`src/rtl/video_timing_pattern_gen.sv`:
```
// Raster timing generator (syncs, data enable, frame pulse) with four test patterns.
// Optional macro PATTERN_SCROLL_EN scrolls the pattern one pixel to the left each frame.
module video_timing_pattern_gen #(
  parameter int unsigned H_ACTIVE = 640,
  parameter int unsigned H_FP     = 16,
  parameter int unsigned H_SYNC   = 96,
  parameter int unsigned H_BP     = 48,
  parameter int unsigned V_ACTIVE = 480,
  parameter int unsigned V_FP     = 10,
  parameter int unsigned V_SYNC   = 2,
  parameter int unsigned V_BP     = 33,
  parameter bit          SYNC_POL = 1'b0
) (
  input  logic        i_pixclk,
  input  logic        i_reset,
  input  logic        i_enable,
  input  logic [1:0]  i_pattern_sel,
  output logic [23:0] o_rgb_data,
  output logic        o_hsync,
  output logic        o_vsync,
  output logic        o_de,
  output logic        o_frame_start
);
  localparam int unsigned H_TOTAL = H_ACTIVE + H_FP + H_SYNC + H_BP;
  localparam int unsigned V_TOTAL = V_ACTIVE + V_FP + V_SYNC + V_BP;
  localparam int unsigned HW      = $clog2(H_TOTAL + 1);
  localparam int unsigned VW      = $clog2(V_TOTAL + 1);
  localparam int unsigned BAR_W   = (H_ACTIVE >= 8) ? H_ACTIVE / 8 : 1;

  localparam logic [HW-1:0] H_LAST = HW'(H_TOTAL - 1);
  localparam logic [HW-1:0] H_ACT  = HW'(H_ACTIVE);
  localparam logic [HW-1:0] HS_BEG = HW'(H_ACTIVE + H_FP);
  localparam logic [HW-1:0] HS_END = HW'(H_ACTIVE + H_FP + H_SYNC);
  localparam logic [VW-1:0] V_LAST = VW'(V_TOTAL - 1);
  localparam logic [VW-1:0] V_ACT  = VW'(V_ACTIVE);
  localparam logic [VW-1:0] VS_BEG = VW'(V_ACTIVE + V_FP);
  localparam logic [VW-1:0] VS_END = VW'(V_ACTIVE + V_FP + V_SYNC);

  logic [HW-1:0] h_reg, h_next;
  logic [VW-1:0] v_reg, v_next;
  logic [1:0]    pattern_reg, pattern_cur;
  logic          h_wrap, v_wrap, at_origin;
  logic [15:0]   h_pix, h_bar, bar_q;
  logic [7:0]    v_pix;
  logic [2:0]    bar_idx;
  logic [23:0]   bar_rgb, pix_rgb;
  logic          de_next, hsync_next, vsync_next;

  assign h_wrap    = (h_reg == H_LAST);
  assign v_wrap    = (v_reg == V_LAST);
  assign at_origin = (h_reg == '0) && (v_reg == '0);

  always_comb begin
    h_next = h_reg;
    v_next = v_reg;
    if (!i_enable) begin
      h_next = '0;
      v_next = '0;
    end else if (h_wrap) begin
      h_next = '0;
      v_next = v_wrap ? '0 : v_reg + 1'b1;
    end else begin
      h_next = h_reg + 1'b1;
    end
  end

`ifdef PATTERN_SCROLL_EN
  logic [7:0] frame_cnt_reg;

  always_ff @(posedge i_pixclk or negedge i_reset) begin
    if (!i_reset) begin
      frame_cnt_reg <= '0;
    end else if (i_enable && h_wrap && v_wrap) begin
      frame_cnt_reg <= frame_cnt_reg + 8'd1;
    end
  end

  assign h_pix = 16'(h_reg) + 16'(frame_cnt_reg);
  assign h_bar = h_pix % 16'(H_ACTIVE);
`else
  assign h_pix = 16'(h_reg);
  assign h_bar = h_pix;
`endif

  assign v_pix   = 8'(v_reg);
  assign bar_q   = h_bar / 16'(BAR_W);
  assign bar_idx = (bar_q > 16'd7) ? 3'd7 : bar_q[2:0];

  // The bar order white..black works out to red=~idx[1], green=~idx[2], blue=~idx[0].
  generate
    for (genvar gi = 0; gi < 3; gi++) begin : g_bar
      localparam int IDX_BIT = (gi + 1) % 3;
      assign bar_rgb[gi*8 +: 8] = {8{~bar_idx[IDX_BIT]}};
    end
  endgenerate

  // The selection seen at the frame origin already applies to that first pixel.
  assign pattern_cur = at_origin ? i_pattern_sel : pattern_reg;

  always_comb begin
    pix_rgb = 24'h0;
    case (pattern_cur)
      2'd0:    pix_rgb = bar_rgb;
      2'd1:    pix_rgb = (h_pix[5] ^ v_pix[5]) ? 24'h000000 : 24'hFFFFFF;
      2'd2:    pix_rgb = {h_pix[7:0] + v_pix, v_pix, h_pix[7:0]};
      default: pix_rgb = 24'hFFFFFF;
    endcase
  end

  assign de_next    = (h_reg < H_ACT) && (v_reg < V_ACT);
  assign hsync_next = ((h_reg >= HS_BEG) && (h_reg < HS_END)) ? SYNC_POL : ~SYNC_POL;
  assign vsync_next = ((v_reg >= VS_BEG) && (v_reg < VS_END)) ? SYNC_POL : ~SYNC_POL;

  always_ff @(posedge i_pixclk or negedge i_reset) begin
    if (!i_reset) begin
      h_reg         <= '0;
      v_reg         <= '0;
      pattern_reg   <= '0;
      o_rgb_data    <= 24'h0;
      o_de          <= 1'b0;
      o_frame_start <= 1'b0;
      o_hsync       <= ~SYNC_POL;
      o_vsync       <= ~SYNC_POL;
    end else begin
      h_reg <= h_next;
      v_reg <= v_next;
      if (i_enable) begin
        pattern_reg   <= pattern_cur;
        o_de          <= de_next;
        o_hsync       <= hsync_next;
        o_vsync       <= vsync_next;
        o_frame_start <= at_origin;
        o_rgb_data    <= de_next ? pix_rgb : 24'h0;
      end else begin
        o_de          <= 1'b0;
        o_hsync       <= ~SYNC_POL;
        o_vsync       <= ~SYNC_POL;
        o_frame_start <= 1'b0;
        o_rgb_data    <= 24'h0;
      end
    end
  end
endmodule

```
`config.mk`:
```
export PLATFORM = sky130hd
export DESIGN_NAME = video_timing_pattern_gen
export DESIGN_NICKNAME = d
export VERILOG_FILES = /design/src/rtl/video_timing_pattern_gen.sv
export SDC_FILE = /design/constraint.sdc
export NUM_CORES = 1
export LEC_CHECK = 0
export CORE_MARGIN = 4
export CORE_UTILIZATION = 55
export DETAILED_ROUTE_END_ITERATION = 10
export MAX_ROUTING_LAYER = met4
export PLACE_DENSITY = 0.79
export SLEW_MARGIN = 20
export SYNTH_ARGS = -nofsm -noshare
export SYNTH_HDL_FRONTEND = slang
export SYNTH_SLANG_ARGS = --single-unit
```
`constraint.sdc`:
```
create_clock -name i_pixclk -period 3 [get_ports i_pixclk]
set_clock_uncertainty 0.15 [all_clocks]
set_input_delay 0.6 -clock i_pixclk [delete_from_list [all_inputs] [get_ports i_pixclk]]
set_output_delay 0.6 -clock i_pixclk [all_outputs]
set_load 0.01 [all_outputs]
```
==> reports/results.ini, run 1 <==
[clock_network]
cts_tree=yes
htreeDepth=2
post_cts_buffers=0
root_buffer=clkbuf_8
numClockSinks=50
clock_latency_ns=0.30
hold_buffers=0
numCtsBuffers=5
clock_path_buffers=2
cts_resized=0
clk_transition_reported_paths_ns=0.09

[finish]
largest_register_ffs=24
diodes=0
finalNetCount=335
final_core_util_pct=67.7
final_cell_mix=dfrtp_1, nand2_1, clkdlybuf4s50_1, a21oi_1, o21ai_0
layout-drive-gt1-share_pct=10.1
synthToLayoutAreaGrowth_pct=18.8
final_common_cell=dfrtp_1

[yosys]
syn_inst=283
synth_area_per_cell_um2=9.50
synth_cell_types=52
ys_warn_count=0
synth_area_leaders=dfrtp_1, nand2_1, ha_1
synth_area_mm2=0.00269
ys_async_sr_fraction_pct=100
synth-edff-count=0
synth_largest_area_cell=dfrtp_1
syn_nets=300
ys_seq_area_share_pct=46.6
yosys.area.top_type_share_pct=44.7
yosys_most_used_dff=dfrtp_1
ys_seq_elements=50

[global_route]
grt_overflow=0
grt_max_degree=51
antenna_found_initial=0
grtUsageTotal_pct=20.8
grt_pass1_vias=2050
grt_first_pass_wirelength_um=9770

[placement]
place_worst_setup_slack_ns=0.242
dp_hpwl_um=3950
numPortBuffers=32
gp_congestion=0.885

[pwr]
p_leak_nw=1.40
finalPower_mw=1.49
peakVddDrop_mv=0.194
p_per_area_mw_per_mm2=466

[sta]
finalHoldViolations=0
finalCritPeriodShare_pct=93.3
finalCriticalPeriod_ns=2.80
rsz0062_at_grt=false
hold-worst-slack_ns=0.233
fin_setup_tns_ns=0
slew_headroom_pct=57.2
slew_violations=0
clock.fmax_ghz=0.357
tightest_slew_ns=0.624
setup_violations=0
fin_ws_ns=0.202

[detailed_routing]
firstDrtPassIters=5
wire_per_inst_um=14.9
ant_nets=0
drcViolationCount=0
vias=2127
drt_iter0_markers=164
via_per_inst=5.52
totalWireLength_um=5730

[critical_path]
path_max_fanout=5
cp-end-kind=register
r2r_start=v_reg[0]$_DFFE_PN0P_
r2r_setup_slack_ns=0.20
r2r_cells=8
r2r-end=o_rgb_data[16]$_DFF_PN0_
path_class=reg2reg
start_kind=register
required_ns=3.08
cp.arrival_ns=2.88

[floorplanning]
start_util_pct=56.9
coreArea_mm2=0.00472
die_w_um=77.9
rows=25
io_pins=33
die_h_um=77.9
dieArea_mm2=0.00607

[run]
drv_cap=0

[hold_path]
hold_path.class=in2async

[outcome]
status=finished clean

## kinds of logic (layout without fill, tap and decap cells)
logic type	after synthesis	count (layout)	synth area share, %
XOR/XNOR	15	15	4.89
buffers and inverters	27	62	3.86
multiplexers	4	4	1.68
adder cells (fa/ha/maj)	13	13	6.24
AO/OA/AOI/OAI	68	68	17.0
flip-flops	50	50	46.6
AND/OR/NAND/NOR	106	106	19.7
## critical path: stages (launching register included)
cell and delay, ns:
dfrtp_1 0.42, inv_1 0.11, ha_1 0.14, or4b_1 0.45
or3_4 0.37, nor2_4 0.13, mux2i_1 0.57, a21oi_1 0.20
a21oi_1 0.19
## synthesized netlist by cell type, types with 6 or more instances
library cell and number:
a21oi_1 25, xor2_1 6, nand2_1 40, o21ai_0 19, xnor2_1 9, inv_1 12
dfrtp_1 48, ha_1 11, nand3_1 12, clkbuf_1 13, nor2_1 17
## how the worst max path moves through the flow
stage	from	to	slack, ns	depth (start not counted)
finish	v_reg[0]$_DFFE_PN0P_	o_rgb_data[16]$_DFF_PN0_	0.20	8
global placement	v_reg[0]$_DFFE_PN0P_	o_rgb_data[16]$_DFF_PN0_	0.31	8
CTS	v_reg[0]$_DFFE_PN0P_	o_rgb_data[16]$_DFF_PN0_	0.22	8
floorplan	v_reg[1]$_DFFE_PN0P_	o_rgb_data[22]$_DFF_PN0_	0.33	8
global route	v_reg[0]$_DFFE_PN0P_	o_rgb_data[16]$_DFF_PN0_	0.08	8
detailed placement	v_reg[0]$_DFFE_PN0P_	o_rgb_data[16]$_DFF_PN0_	0.24	8
## stage by stage
stage | instance area (µm²) | cells
2_1_floorplan | 2690 | 283
4_1_cts | 3200 | 385
3_3_place_gp | 3110 | 378
3_5_place_dp | 3110 | 378
6_report | 3200 | 385
5_1_grt | 3200 | 385
## power by group
group,leakage (nW),internal [mW],switching [mW]
clock,0.0362,0.159,0.216
sequential,0.649,0.740,0.0314
combinational,0.713,0.170,0.172
total,1.40,1.07,0.419
## area by class of cell
class | instances | area, µm²
Clock buffer | 5 | 68.8
Clock inverter | 2 | 15.0
Fill cell | 368 | 1530
Inverter | 12 | 45.0
Multi-Input combinational cell | 206 | 1330
Sequential cell | 50 | 1250
Tap cell | 67 | 83.8
Timing Repair Buffer | 43 | 398
## per-layer routing
layer / vias up / GRT usage [%] / wire length, µm
met3: 6 / 3.48 / 319
met5: - / - / 0
met4: 0 / 5.77 / 74
li1: 1047 / - / -
met2: 62 / 33.6 / 2730
met1: 1012 / 27.2 / 2610
Note: power is estimated with default switching activity, not from simulation.
==> run 2, diff against run 1 <==
--- a/config.mk
+++ b/config.mk
@@ -6,10 +6,10 @@
 export NUM_CORES = 1
 export LEC_CHECK = 0
 export CORE_MARGIN = 4
-export CORE_UTILIZATION = 55
+export CORE_UTILIZATION = 60
 export DETAILED_ROUTE_END_ITERATION = 10
 export MAX_ROUTING_LAYER = met4
-export PLACE_DENSITY = 0.79
+export PLACE_DENSITY = 0.85
 export SLEW_MARGIN = 20
 export SYNTH_ARGS = -nofsm -noshare
 export SYNTH_HDL_FRONTEND = slang
==> constraint.sdc (replaced) <==
create_clock -name i_pixclk -period 3.5 [get_ports i_pixclk]
set_clock_uncertainty 0.15 [all_clocks]
set_input_delay 0.7 -clock i_pixclk [delete_from_list [all_inputs] [get_ports i_pixclk]]
set_output_delay 0.7 -clock i_pixclk [all_outputs]
set_load 0.01 [all_outputs]
==> run 2 against run 1 <==
  * Final cell count decreased by 6.0%
  * Core utilization is 5.2 points higher
  * Fmax is 5.4% lower
  * Flip-flop and latch count is the same
  * Wire length grew 0.79%
  * Non-clock buffer count is 9 lower
  * Largest cell class unchanged
==> reports/results.ini, run 2 (synthesized netlist as in run 1, its figures left out) <==
[finish]
multi_input_area_mm2=0.00133
diodes=0
final_cell_mix=dfrtp_1, nand2_1, clkdlybuf4s50_1, a21oi_1, o21ai_0
layout-drive-gt1-share_pct=7.74
finalNetCount=326
fillers=307
largest_register_ffs=24
synthToLayoutAreaGrowth_pct=17.9
seqCellArea_mm2=0.00125
final_core_util_pct=72.8
final_common_cell=dfrtp_1

[pwr]
p_leak_nw=1.39
p_per_area_mw_per_mm2=455
peakVddDrop_mv=0.339

[sta]
hold-worst-slack_ns=0.244
finalHoldViolations=0
clock.fmax_ghz=0.338
slew_violations=0
tightest_slew_ns=0.636
rsz0062_at_grt=false
finalCritPeriodShare_pct=84.5
slew_headroom_pct=56.4
setup_violations=0
fin_setup_tns_ns=0
finalCriticalPeriod_ns=2.96

[placement]
gp_congestion=0.951
numPortBuffers=32
dp_hpwl_um=4020

[global_route]
grt_first_pass_wirelength_um=9540
grt_overflow=0
grtUsageTotal_pct=23.3
grt_pass1_vias=1958
grt_max_degree=51
antenna_found_initial=0

[clock_network]
post_cts_buffers=0
cts_tree=yes
clk_transition_reported_paths_ns=0.09
root_buffer=clkbuf_8
numCtsBuffers=5
clock_path_buffers=2
cts_resized=0
htreeDepth=2
clock_latency_ns=0.30
numClockSinks=50
hold_buffers=0

[detailed_routing]
firstDrtPassIters=5
via_per_inst=5.86
ant_nets=0
drcViolationCount=0
totalWireLength_um=5770
vias=2122
drt_iter0_markers=160
wire_per_inst_um=15.9

[critical_path]
cp.arrival_ns=3.04
r2r_setup_slack_ns=0.54
path_class=reg2reg
cp-end-kind=register
start_kind=register
path_max_fanout=8
required_ns=3.58

[floorplanning]
die_w_um=74.9
die_h_um=74.9
rows=24
io_pins=33
coreArea_mm2=0.00435
dieArea_mm2=0.00562
start_util_pct=61.8

[outcome]
status=finished clean

[hold_path]
hold_path.class=in2async

[run]
drv_cap=0

==> run 2: changes by cell type in the layout (fill, tap and decap cells not counted), sizes merged <==
cell,before,now
bufinv,0,2
clkinvlp,2,0
clkbuf,5,6
buf,12,3
==> run 2: path summary, 6_finish.rpt <==
kind                                            endpoint  cells past startpoint                 start
worst max register to register  o_rgb_data[17]$_DFF_PN0_                      8  v_reg[1]$_DFFE_PN0P_
max in group asynchronous             h_reg[5]$_DFF_PN0_                      1               i_reset
worst max-delay path            o_rgb_data[17]$_DFF_PN0_                      8  v_reg[1]$_DFFE_PN0P_
min in group i_pixclk               v_reg[9]$_DFFE_PN0P_                      1  v_reg[9]$_DFFE_PN0P_
worst min-delay path            o_rgb_data[10]$_DFF_PN0_                      1               i_reset
worst min register to register      v_reg[9]$_DFFE_PN0P_                      1  v_reg[9]$_DFFE_PN0P_
==> run 2: layout make-up <==
type                    instances  share of cell area (%)
multi-input cells             206                    42.0
well taps                      52                    2.05
repair buffers                 34                    10.5
clock inverters                 2                    1.89
flip-flops and latches         50                    39.5
clock buffers                   6                    2.60
inverters                      12                    1.42
==> run 2: power breakdown <==
part	switching (mW)	leakage, nW	internal (mW)
logic	0.145	0.667	0.141
registers	0.0304	0.649	0.635
clock network	0.187	0.0714	0.305
==> run 2: per-layer routing <==
| metal | global-route usage [%] | wire [µm] |
|---|---|---|
| met5 | - | 0 |
| met4 | 6.72 | 104 |
| met3 | 4.94 | 303 |
| met2 | 35.8 | 2840 |
| met1 | 31.2 | 2530 |
==> run 2: per-stage QoR <==
step / setup WS, ns / std cells / area, µm² / power, mW
after floorplan: 0.826 / 283 / 2690 / 0.817
after global placement: 0.686 / 354 / 3030 / 0.954
after detailed placement: 0.570 / 354 / 3030 / 0.964
after CTS: 0.546 / 362 / 3170 / 1.45
after global routing: 0.340 / 362 / 3170 / 1.51
final: 0.542 / 362 / 3170 / 1.44
==> run 2: worst max-delay path: stages, from the launching register on <==
cell,delay [ns]
dfrtp_1,0.49
inv_1,0.10
ha_1,0.13
or4b_1,0.45
or3_4,0.38
nor2_4,0.23
mux2i_1,0.60
a21oi_1,0.17
a21oi_1,0.18
